<file path="src/rtl/adma2_desc_fetch_if.sv">
// Memory read bus and descriptor hand-off bundle between the ADMA2 descriptor
// fetch unit (master) and its memory/DMA environment (slave).
interface adma2_desc_fetch_if;
    logic        mem_rd_req;
    logic [31:0] mem_rd_addr;
    logic        mem_rd_ack;
    logic [31:0] mem_rd_data;
    logic        valid;
    logic [63:0] data_address;
    logic [15:0] lenght;
    logic [16:0] xfer_bytes;
    logic [5:0]  Attribute;
    logic        next_req;

    modport master (
        output mem_rd_req, mem_rd_addr, valid, data_address, lenght, xfer_bytes, Attribute,
        input  mem_rd_ack, mem_rd_data, next_req
    );

    modport slave (
        input  mem_rd_req, mem_rd_addr, valid, data_address, lenght, xfer_bytes, Attribute,
        output mem_rd_ack, mem_rd_data, next_req
    );
endinterface

</file>
<file path="src/rtl/adma2_desc_fetch.sv">
// ADMA2 descriptor fetch unit: walks the descriptor table, resolves link/nop
// entries internally and presents transfer descriptors to the DMA engine.
module adma2_desc_fetch #(
    parameter int MAX_SKIP = 16
) (
    input  logic                clk,
    input  logic                reset,
    input  logic                start,
    input  logic                STOP,
    input  logic [31:0]         desc_base,
    output logic [31:0]         sys_addr,
    output logic                busy,
    output logic                adma_err,
    adma2_desc_fetch_if.master  bus
);
    localparam int SKIP_W = $clog2(MAX_SKIP + 1);

    typedef enum logic [2:0] {
        ST_IDLE    = 3'd0,
        ST_RD_LO   = 3'd1,
        ST_RD_HI   = 3'd2,
        ST_DECODE  = 3'd3,
        ST_PRESENT = 3'd4,
        ST_ERROR   = 3'd5
    } state_t;

    state_t              state_q, state_d;
    logic [31:0]         ptr_q, ptr_d;
    logic [31:0]         w0_q, w0_d;
    logic [31:0]         w1_q, w1_d;
    logic [SKIP_W-1:0]   skip_q, skip_d;
    logic [SKIP_W-1:0]   skip_inc_s;
    logic                err_q, err_d;
    logic                req_q, req_d;
    logic [31:0]         addr_q, addr_d;
    logic                valid_q, valid_d;
    logic                busy_q, busy_d;
    logic [31:0]         daddr_q, daddr_d;
    logic [15:0]         len_q, len_d;
    logic [16:0]         xfer_q, xfer_d;
    logic [5:0]          attr_q, attr_d;
    logic                is_link_s;
    logic                w0_unused_s;

    // Reserved descriptor bits carry no meaning for this unit.
    assign w0_unused_s = ^w0_q[15:6];
    assign is_link_s   = (w0_q[5:4] == 2'b11);
    assign skip_inc_s  = skip_q + SKIP_W'(1);

    // Next-state, pointer, skip counter and error flag.
    always_comb begin
        state_d = state_q;
        ptr_d   = ptr_q;
        w0_d    = w0_q;
        w1_d    = w1_q;
        skip_d  = skip_q;
        err_d   = err_q;
        if (STOP) begin
            state_d = ST_IDLE;
        end else begin
            case (state_q)
                ST_IDLE, ST_ERROR: begin
                    if (start) begin
                        ptr_d = desc_base;
                        if (desc_base[2:0] != 3'b000) begin
                            state_d = ST_ERROR;
                            err_d   = 1'b1;
                        end else begin
                            state_d = ST_RD_LO;
                            err_d   = 1'b0;
                            skip_d  = '0;
                        end
                    end else begin
                        state_d = state_q;
                    end
                end
                ST_RD_LO: begin
                    if (bus.mem_rd_ack) begin
                        w0_d    = bus.mem_rd_data;
                        state_d = ST_RD_HI;
                    end else begin
                        state_d = ST_RD_LO;
                    end
                end
                ST_RD_HI: begin
                    if (bus.mem_rd_ack) begin
                        w1_d    = bus.mem_rd_data;
                        state_d = ST_DECODE;
                    end else begin
                        state_d = ST_RD_HI;
                    end
                end
                ST_DECODE: begin
                    if (!w0_q[0]) begin
                        state_d = ST_ERROR;
                        err_d   = 1'b1;
                    end else if (w0_q[5:4] == 2'b10) begin
                        skip_d  = '0;
                        state_d = ST_PRESENT;
                    end else if (is_link_s && (w1_q[2:0] != 3'b000)) begin
                        state_d = ST_ERROR;
                        err_d   = 1'b1;
                    end else if (w0_q[1]) begin
                        state_d = ST_IDLE;
                    end else begin
                        // Bounded chain of non-transfer entries guards against table loops.
                        skip_d = skip_inc_s;
                        if (skip_inc_s == SKIP_W'(MAX_SKIP)) begin
                            state_d = ST_ERROR;
                            err_d   = 1'b1;
                        end else begin
                            ptr_d   = is_link_s ? w1_q : (ptr_q + 32'd8);
                            state_d = ST_RD_LO;
                        end
                    end
                end
                ST_PRESENT: begin
                    if (bus.next_req) begin
                        if (w0_q[1]) begin
                            state_d = ST_IDLE;
                        end else begin
                            ptr_d   = ptr_q + 32'd8;
                            state_d = ST_RD_LO;
                        end
                    end else begin
                        state_d = ST_PRESENT;
                    end
                end
                default: begin
                    state_d = ST_IDLE;
                end
            endcase
        end
    end

    // Output values derived from the next state so every output is a flop.
    always_comb begin
        req_d   = (state_d == ST_RD_LO) || (state_d == ST_RD_HI);
        valid_d = (state_d == ST_PRESENT);
        busy_d  = (state_d != ST_IDLE) && (state_d != ST_ERROR);
        case (state_d)
            ST_RD_LO: addr_d = ptr_d;
            ST_RD_HI: addr_d = ptr_d + 32'd4;
            default:  addr_d = addr_q;
        endcase
        if ((state_q == ST_DECODE) && (state_d == ST_PRESENT)) begin
            daddr_d = w1_q;
            len_d   = w0_q[31:16];
            xfer_d  = (w0_q[31:16] == 16'h0000) ? 17'h10000 : {1'b0, w0_q[31:16]};
            attr_d  = w0_q[5:0];
        end else begin
            daddr_d = daddr_q;
            len_d   = len_q;
            xfer_d  = xfer_q;
            attr_d  = attr_q;
        end
    end

    // State and output registers with synchronous reset.
    always_ff @(posedge clk) begin
        if (reset) begin
            state_q <= ST_IDLE;
            ptr_q   <= 32'h0;
            w0_q    <= 32'h0;
            w1_q    <= 32'h0;
            skip_q  <= '0;
            err_q   <= 1'b0;
            req_q   <= 1'b0;
            addr_q  <= 32'h0;
            valid_q <= 1'b0;
            busy_q  <= 1'b0;
            daddr_q <= 32'h0;
            len_q   <= 16'h0;
            xfer_q  <= 17'h10000;
            attr_q  <= 6'h0;
        end else begin
            state_q <= state_d;
            ptr_q   <= ptr_d;
            w0_q    <= w0_d;
            w1_q    <= w1_d;
            skip_q  <= skip_d;
            err_q   <= err_d;
            req_q   <= req_d;
            addr_q  <= addr_d;
            valid_q <= valid_d;
            busy_q  <= busy_d;
            daddr_q <= daddr_d;
            len_q   <= len_d;
            xfer_q  <= xfer_d;
            attr_q  <= attr_d;
        end
    end

    assign bus.mem_rd_req   = req_q;
    assign bus.mem_rd_addr  = addr_q;
    assign bus.valid        = valid_q;
    assign bus.data_address = {32'h0, daddr_q};
    assign bus.lenght       = len_q;
    assign bus.xfer_bytes   = xfer_q;
    assign bus.Attribute    = attr_q;
    assign sys_addr         = ptr_q;
    assign busy             = busy_q;
    assign adma_err         = err_q;
endmodule
</file>
<file path="src/flat_wrapper.sv">
// flat-port wrapper written by rule: the top's interface ports become plain ports
module adma2_desc_fetch_flat 
#(
    parameter int MAX_SKIP = 16
)
  (clk, reset, start, STOP, desc_base, sys_addr, busy, adma_err, bus_mem_rd_req, bus_mem_rd_addr, bus_valid, bus_data_address, bus_lenght, bus_xfer_bytes, bus_Attribute, bus_mem_rd_ack, bus_mem_rd_data, bus_next_req);
  adma2_desc_fetch_if bus_i ();
  input  logic clk;
  input  logic reset;
  input  logic start;
  input  logic STOP;
  input  logic [31:0] desc_base;
  output logic [31:0] sys_addr;
  output logic busy;
  output logic adma_err;
  output wire logic [$bits(bus_i.mem_rd_req)-1:0] bus_mem_rd_req;
  output wire logic [$bits(bus_i.mem_rd_addr)-1:0] bus_mem_rd_addr;
  output wire logic [$bits(bus_i.valid)-1:0] bus_valid;
  output wire logic [$bits(bus_i.data_address)-1:0] bus_data_address;
  output wire logic [$bits(bus_i.lenght)-1:0] bus_lenght;
  output wire logic [$bits(bus_i.xfer_bytes)-1:0] bus_xfer_bytes;
  output wire logic [$bits(bus_i.Attribute)-1:0] bus_Attribute;
  input wire logic [$bits(bus_i.mem_rd_ack)-1:0] bus_mem_rd_ack;
  input wire logic [$bits(bus_i.mem_rd_data)-1:0] bus_mem_rd_data;
  input wire logic [$bits(bus_i.next_req)-1:0] bus_next_req;
  assign bus_mem_rd_req = bus_i.mem_rd_req;
  assign bus_mem_rd_addr = bus_i.mem_rd_addr;
  assign bus_valid = bus_i.valid;
  assign bus_data_address = bus_i.data_address;
  assign bus_lenght = bus_i.lenght;
  assign bus_xfer_bytes = bus_i.xfer_bytes;
  assign bus_Attribute = bus_i.Attribute;
  assign bus_i.mem_rd_ack = bus_mem_rd_ack;
  assign bus_i.mem_rd_data = bus_mem_rd_data;
  assign bus_i.next_req = bus_next_req;
  adma2_desc_fetch #(.MAX_SKIP(MAX_SKIP)) u_core (.clk(clk), .reset(reset), .start(start), .STOP(STOP), .desc_base(desc_base), .sys_addr(sys_addr), .busy(busy), .adma_err(adma_err), .bus(bus_i));
endmodule
</file>
<file path="config.mk">
export PLATFORM = sky130hd
export DESIGN_NAME = adma2_desc_fetch_flat
export DESIGN_NICKNAME = d
export VERILOG_FILES = /design/src/rtl/adma2_desc_fetch_if.sv /design/src/rtl/adma2_desc_fetch.sv /design/src/flat_wrapper.sv
export SDC_FILE = /design/constraint.sdc
export NUM_CORES = 1
export LEC_CHECK = 0
export CAP_MARGIN = 20
export CORE_MARGIN = 4
export CORE_UTILIZATION = 35
export CTS_CLUSTER_SIZE = 20
export DETAILED_ROUTE_END_ITERATION = 7
export GPL_ROUTABILITY_DRIVEN = 0
export PLACE_DENSITY = 0.61
export SLEW_MARGIN = 20
export SYNTH_ARGS = -nofsm -noshare
export SYNTH_HDL_FRONTEND = slang
export SYNTH_SLANG_ARGS = --single-unit
</file>
<file path="constraint.sdc">
create_clock -name clk -period 6.4 [get_ports clk]
set_clock_uncertainty 0.15 [all_clocks]
set_input_delay 1.28 -clock clk [delete_from_list [all_inputs] [get_ports clk]]
set_output_delay 1.28 -clock clk [all_outputs]
set_load 0.1 [all_outputs]
</file>
==> impl_metrics.ini <==
[logic_synthesis]
synth_top_area_share = 0.367
ys_seq_area_frac = 0.367
netlist_area_um2 = 11000
ys_types = 102
synth_async_sr_flop_share = 0
netlist_instances = 1440
yosys_most_used_dff = dfxtp_1
syn_avg_cell_area_um2 = 7.61
synth_edf_count = 0
synthTopCellsByArea = dfxtp_1 37%, nand2_1 10%, a21oi_1 8.0%, nor2_1 3.5%, buf_4 2.5%
synth-seq-cells = 201
ys_warn_count = 0
synth_top_cell_by_area = dfxtp_1

[timing]
post-route-period-util = 0.808
worst_pin_slew_ps = 1090
rsz0062_at_grt = false
hold_viol = 0
timing.hold.ws_ps = 302
slew_viol_final = 0
setup_viol = 0
fmax_mhz = 193
timing.slew.headroom = 0.269
tns_ps = 0
period_needed_ps = 5170

[power_and_ir_drop]
power.density_nw_per_um2 = 250
leakagePower_nw = 4.75
totalPowerFinal_mw = 3.49
ir_drop_mv = 0.168

[clock_tree]
clk_pin_slew_ps = 60
ctsResizeCount = 0
cts_buffers = 23
htree_levels = 1
post_cts_buffers = 0
hold_buffers = 0
cts_root_buffer = clkbuf_16
insertion_delay_ps = 530
cts.sinks = 201
cts_tree = built
clock_path_buffers = 3

[detailed_routing]
drt-total-wl_um = 39400
avgRoutedWirePerCell_um = 19.8
drtPass1Iterations = 7
num_vias = 11300
drt_iter0_drc = 1198
ant_nets = 0
vias_per_cell = 5.65
drcViolationCount = 0

[floorplan]
coreArea_um2 = 30700
ios = 241
rows = 64
die_h_um = 185
die_x_um = 185
dieArea_um2 = 34200
initial_core_util = 0.356

[final_layout]
multi_input_area_um2 = 6270
stdcell_count = 1996
regArea_um2 = 4020
nets = 1657
diodes = 0
final_layout_size_suffix_gt1_frac = 0.0656
area_growth_pct = 27.3
final_core_util = 0.453
fillers = 3088

[setup_path]
worstPathRequired_ps = 6670
endpoint_kind = register
arrival_ps = 5440
r2r_slack_ps = 1430
cp_max_fo = 7
crit_type = in -> reg
worstSetupStartpointType = input pin

[placement]
hpwlAfterDp_um = 28500
port_buffers = 208
dp_cells = 1955

[hold_path]
hp-class = reg -> reg

[global_routing]
grtUsageTotal = 0.219
grt_max_degree = 108
grt_pass1_vias = 10500
grt_pass1_wl_um = 60100
antenna_found_initial = 3
grt_overflow = 0

[flow_run]
drv_cap = 0

[run_status]
outcome = complete, no violations
## area by class of cell
| type | count | area share |
|---|---|---|
| well taps | 396 | 0.0355 |
| multi-input cells | 1106 | 0.449 |
| clock inverters | 11 | 0.0132 |
| clock buffers | 30 | 0.0460 |
| repair buffers | 230 | 0.161 |
| inverters | 22 | 0.00592 |
| flip-flops and latches | 201 | 0.289 |
## worst paths after layout
check / startpoint / cells past startpoint / endpoint
hold reg to reg: u_core.bus.lenght[6] / 2 / u_core.bus.lenght[6]
setup reg to reg: u_core.state_q[0] / 9 / u_core.bus.mem_rd_addr[26]
setup / recovery: STOP / 13 / u_core.bus.mem_rd_addr[26]
hold / removal: u_core.bus.lenght[6] / 2 / u_core.bus.lenght[6]
## cells by family after synthesis
logic type	share of synthesized area
buffers and inverters	0.0720
other	0.000342
DFF	0.367
and+or+nand+nor	0.283
AOI/OAI and AO/OA	0.234
adders and majority gates	0.00434
muxes	0.0151
xor gates and xnor gates	0.0240
## synth_stat cells, types with 11 or more instances
master      n
nand2_1   299
dfxtp_1   201
a21oi_1   175
nor2_1    103
clkbuf_1   72
o21ai_0    46
nand3_1    45
buf_4      37
nor3_1     33
buf_2      27
a211oi_1   25
inv_1      22
a31oi_1    19
nor4_1     18
xnor2_1    17
nand4_1    16
and3_1     14
xor2_1     13
mux2i_1    12
and2_1     11
nor2b_1    11
or3_1      11
## per-layer routing
layer  vias to the layer above  part of all wire  global-route usage
met5                         -            0.0011                   0
met4                         6             0.033              0.0719
met3                        83             0.099              0.0509
met2                       560              0.43               0.331
met1                      5265              0.44               0.308
li1                       5360                 -                   -
## cell usage in the layout (no fill, tap or decap), types with 7 or more instances in the layout
master | Yosys | layout
nor2b_1 | 11 | 11
a31oi_1 | 19 | 19
or3_1 | 11 | 11
nand4_1 | 16 | 16
a211oi_1 | 25 | 25
o31ai_1 | 10 | 10
mux2i_1 | 12 | 12
nor3_1 | 33 | 33
nand3b_1 | 8 | 8
dfxtp_1 | 201 | 201
and3_1 | 14 | 14
xnor2_1 | 17 | 17
clkbuf_16 | 0 | 23
a21oi_1 | 175 | 175
buf_4 | 37 | 22
nand2_1 | 299 | 299
and2_1 | 11 | 11
nor2_1 | 103 | 103
a21o_1 | 9 | 9
nor4_1 | 18 | 18
a22oi_1 | 8 | 8
inv_1 | 22 | 22
o21ai_0 | 46 | 46
and4_1 | 7 | 7
nand2b_1 | 10 | 10
xor2_1 | 13 | 13
clkdlybuf4s50_1 | 0 | 207
conb_1 | 1 | 32
nand3_1 | 45 | 45
## registers in the layout, summed over array words and instances, names as in the netlist
signal / cells
u_core.bus.mem_rd_addr: 32
u_core.daddr_q: 32
u_core.sys_addr: 32
u_core.w1_q: 32
u_core.w0_q: 22
u_core.bus.xfer_bytes: 17
u_core.bus.lenght: 16
u_core.bus.Attribute: 6
u_core.skip_q: 5
u_core.state_q: 3
u_core.adma_err: 1
u_core.bus.mem_rd_req: 1
u_core.bus.valid: 1
u_core.busy: 1
## through the flow
stage          instance area [um^2]  worst slack (ps)
2_1_floorplan                 11100              1790
3_3_place_gp                  13100               922
3_5_place_dp                  13100               770
4_1_cts                       13900              1340
5_1_grt                       13900              1160
6_report                      13900              1230
## worst max-delay path: stages
cell             delay [ps]
clkdlybuf4s50_1         500
nand4bb_1               400
o21a_1                  230
a211oi_1                220
mux2i_1                 110
o311ai_1                580
ha_1                    260
nand2_1                 130
a2111oi_4               460
nand4_1                 310
nor3_4                  340
mux2_1                  360
a211o_1                 260
## power by group
part | internal, mW | switching [mW] | leakage, nW
Sequential | 1.28 | 0.0549 | 1.63
Clock | 0.877 | 0.560 | 0.403
Combinational | 0.189 | 0.521 | 2.72
Total | 2.35 | 1.14 | 4.75
Note: power is estimated with default switching activity, not from simulation.
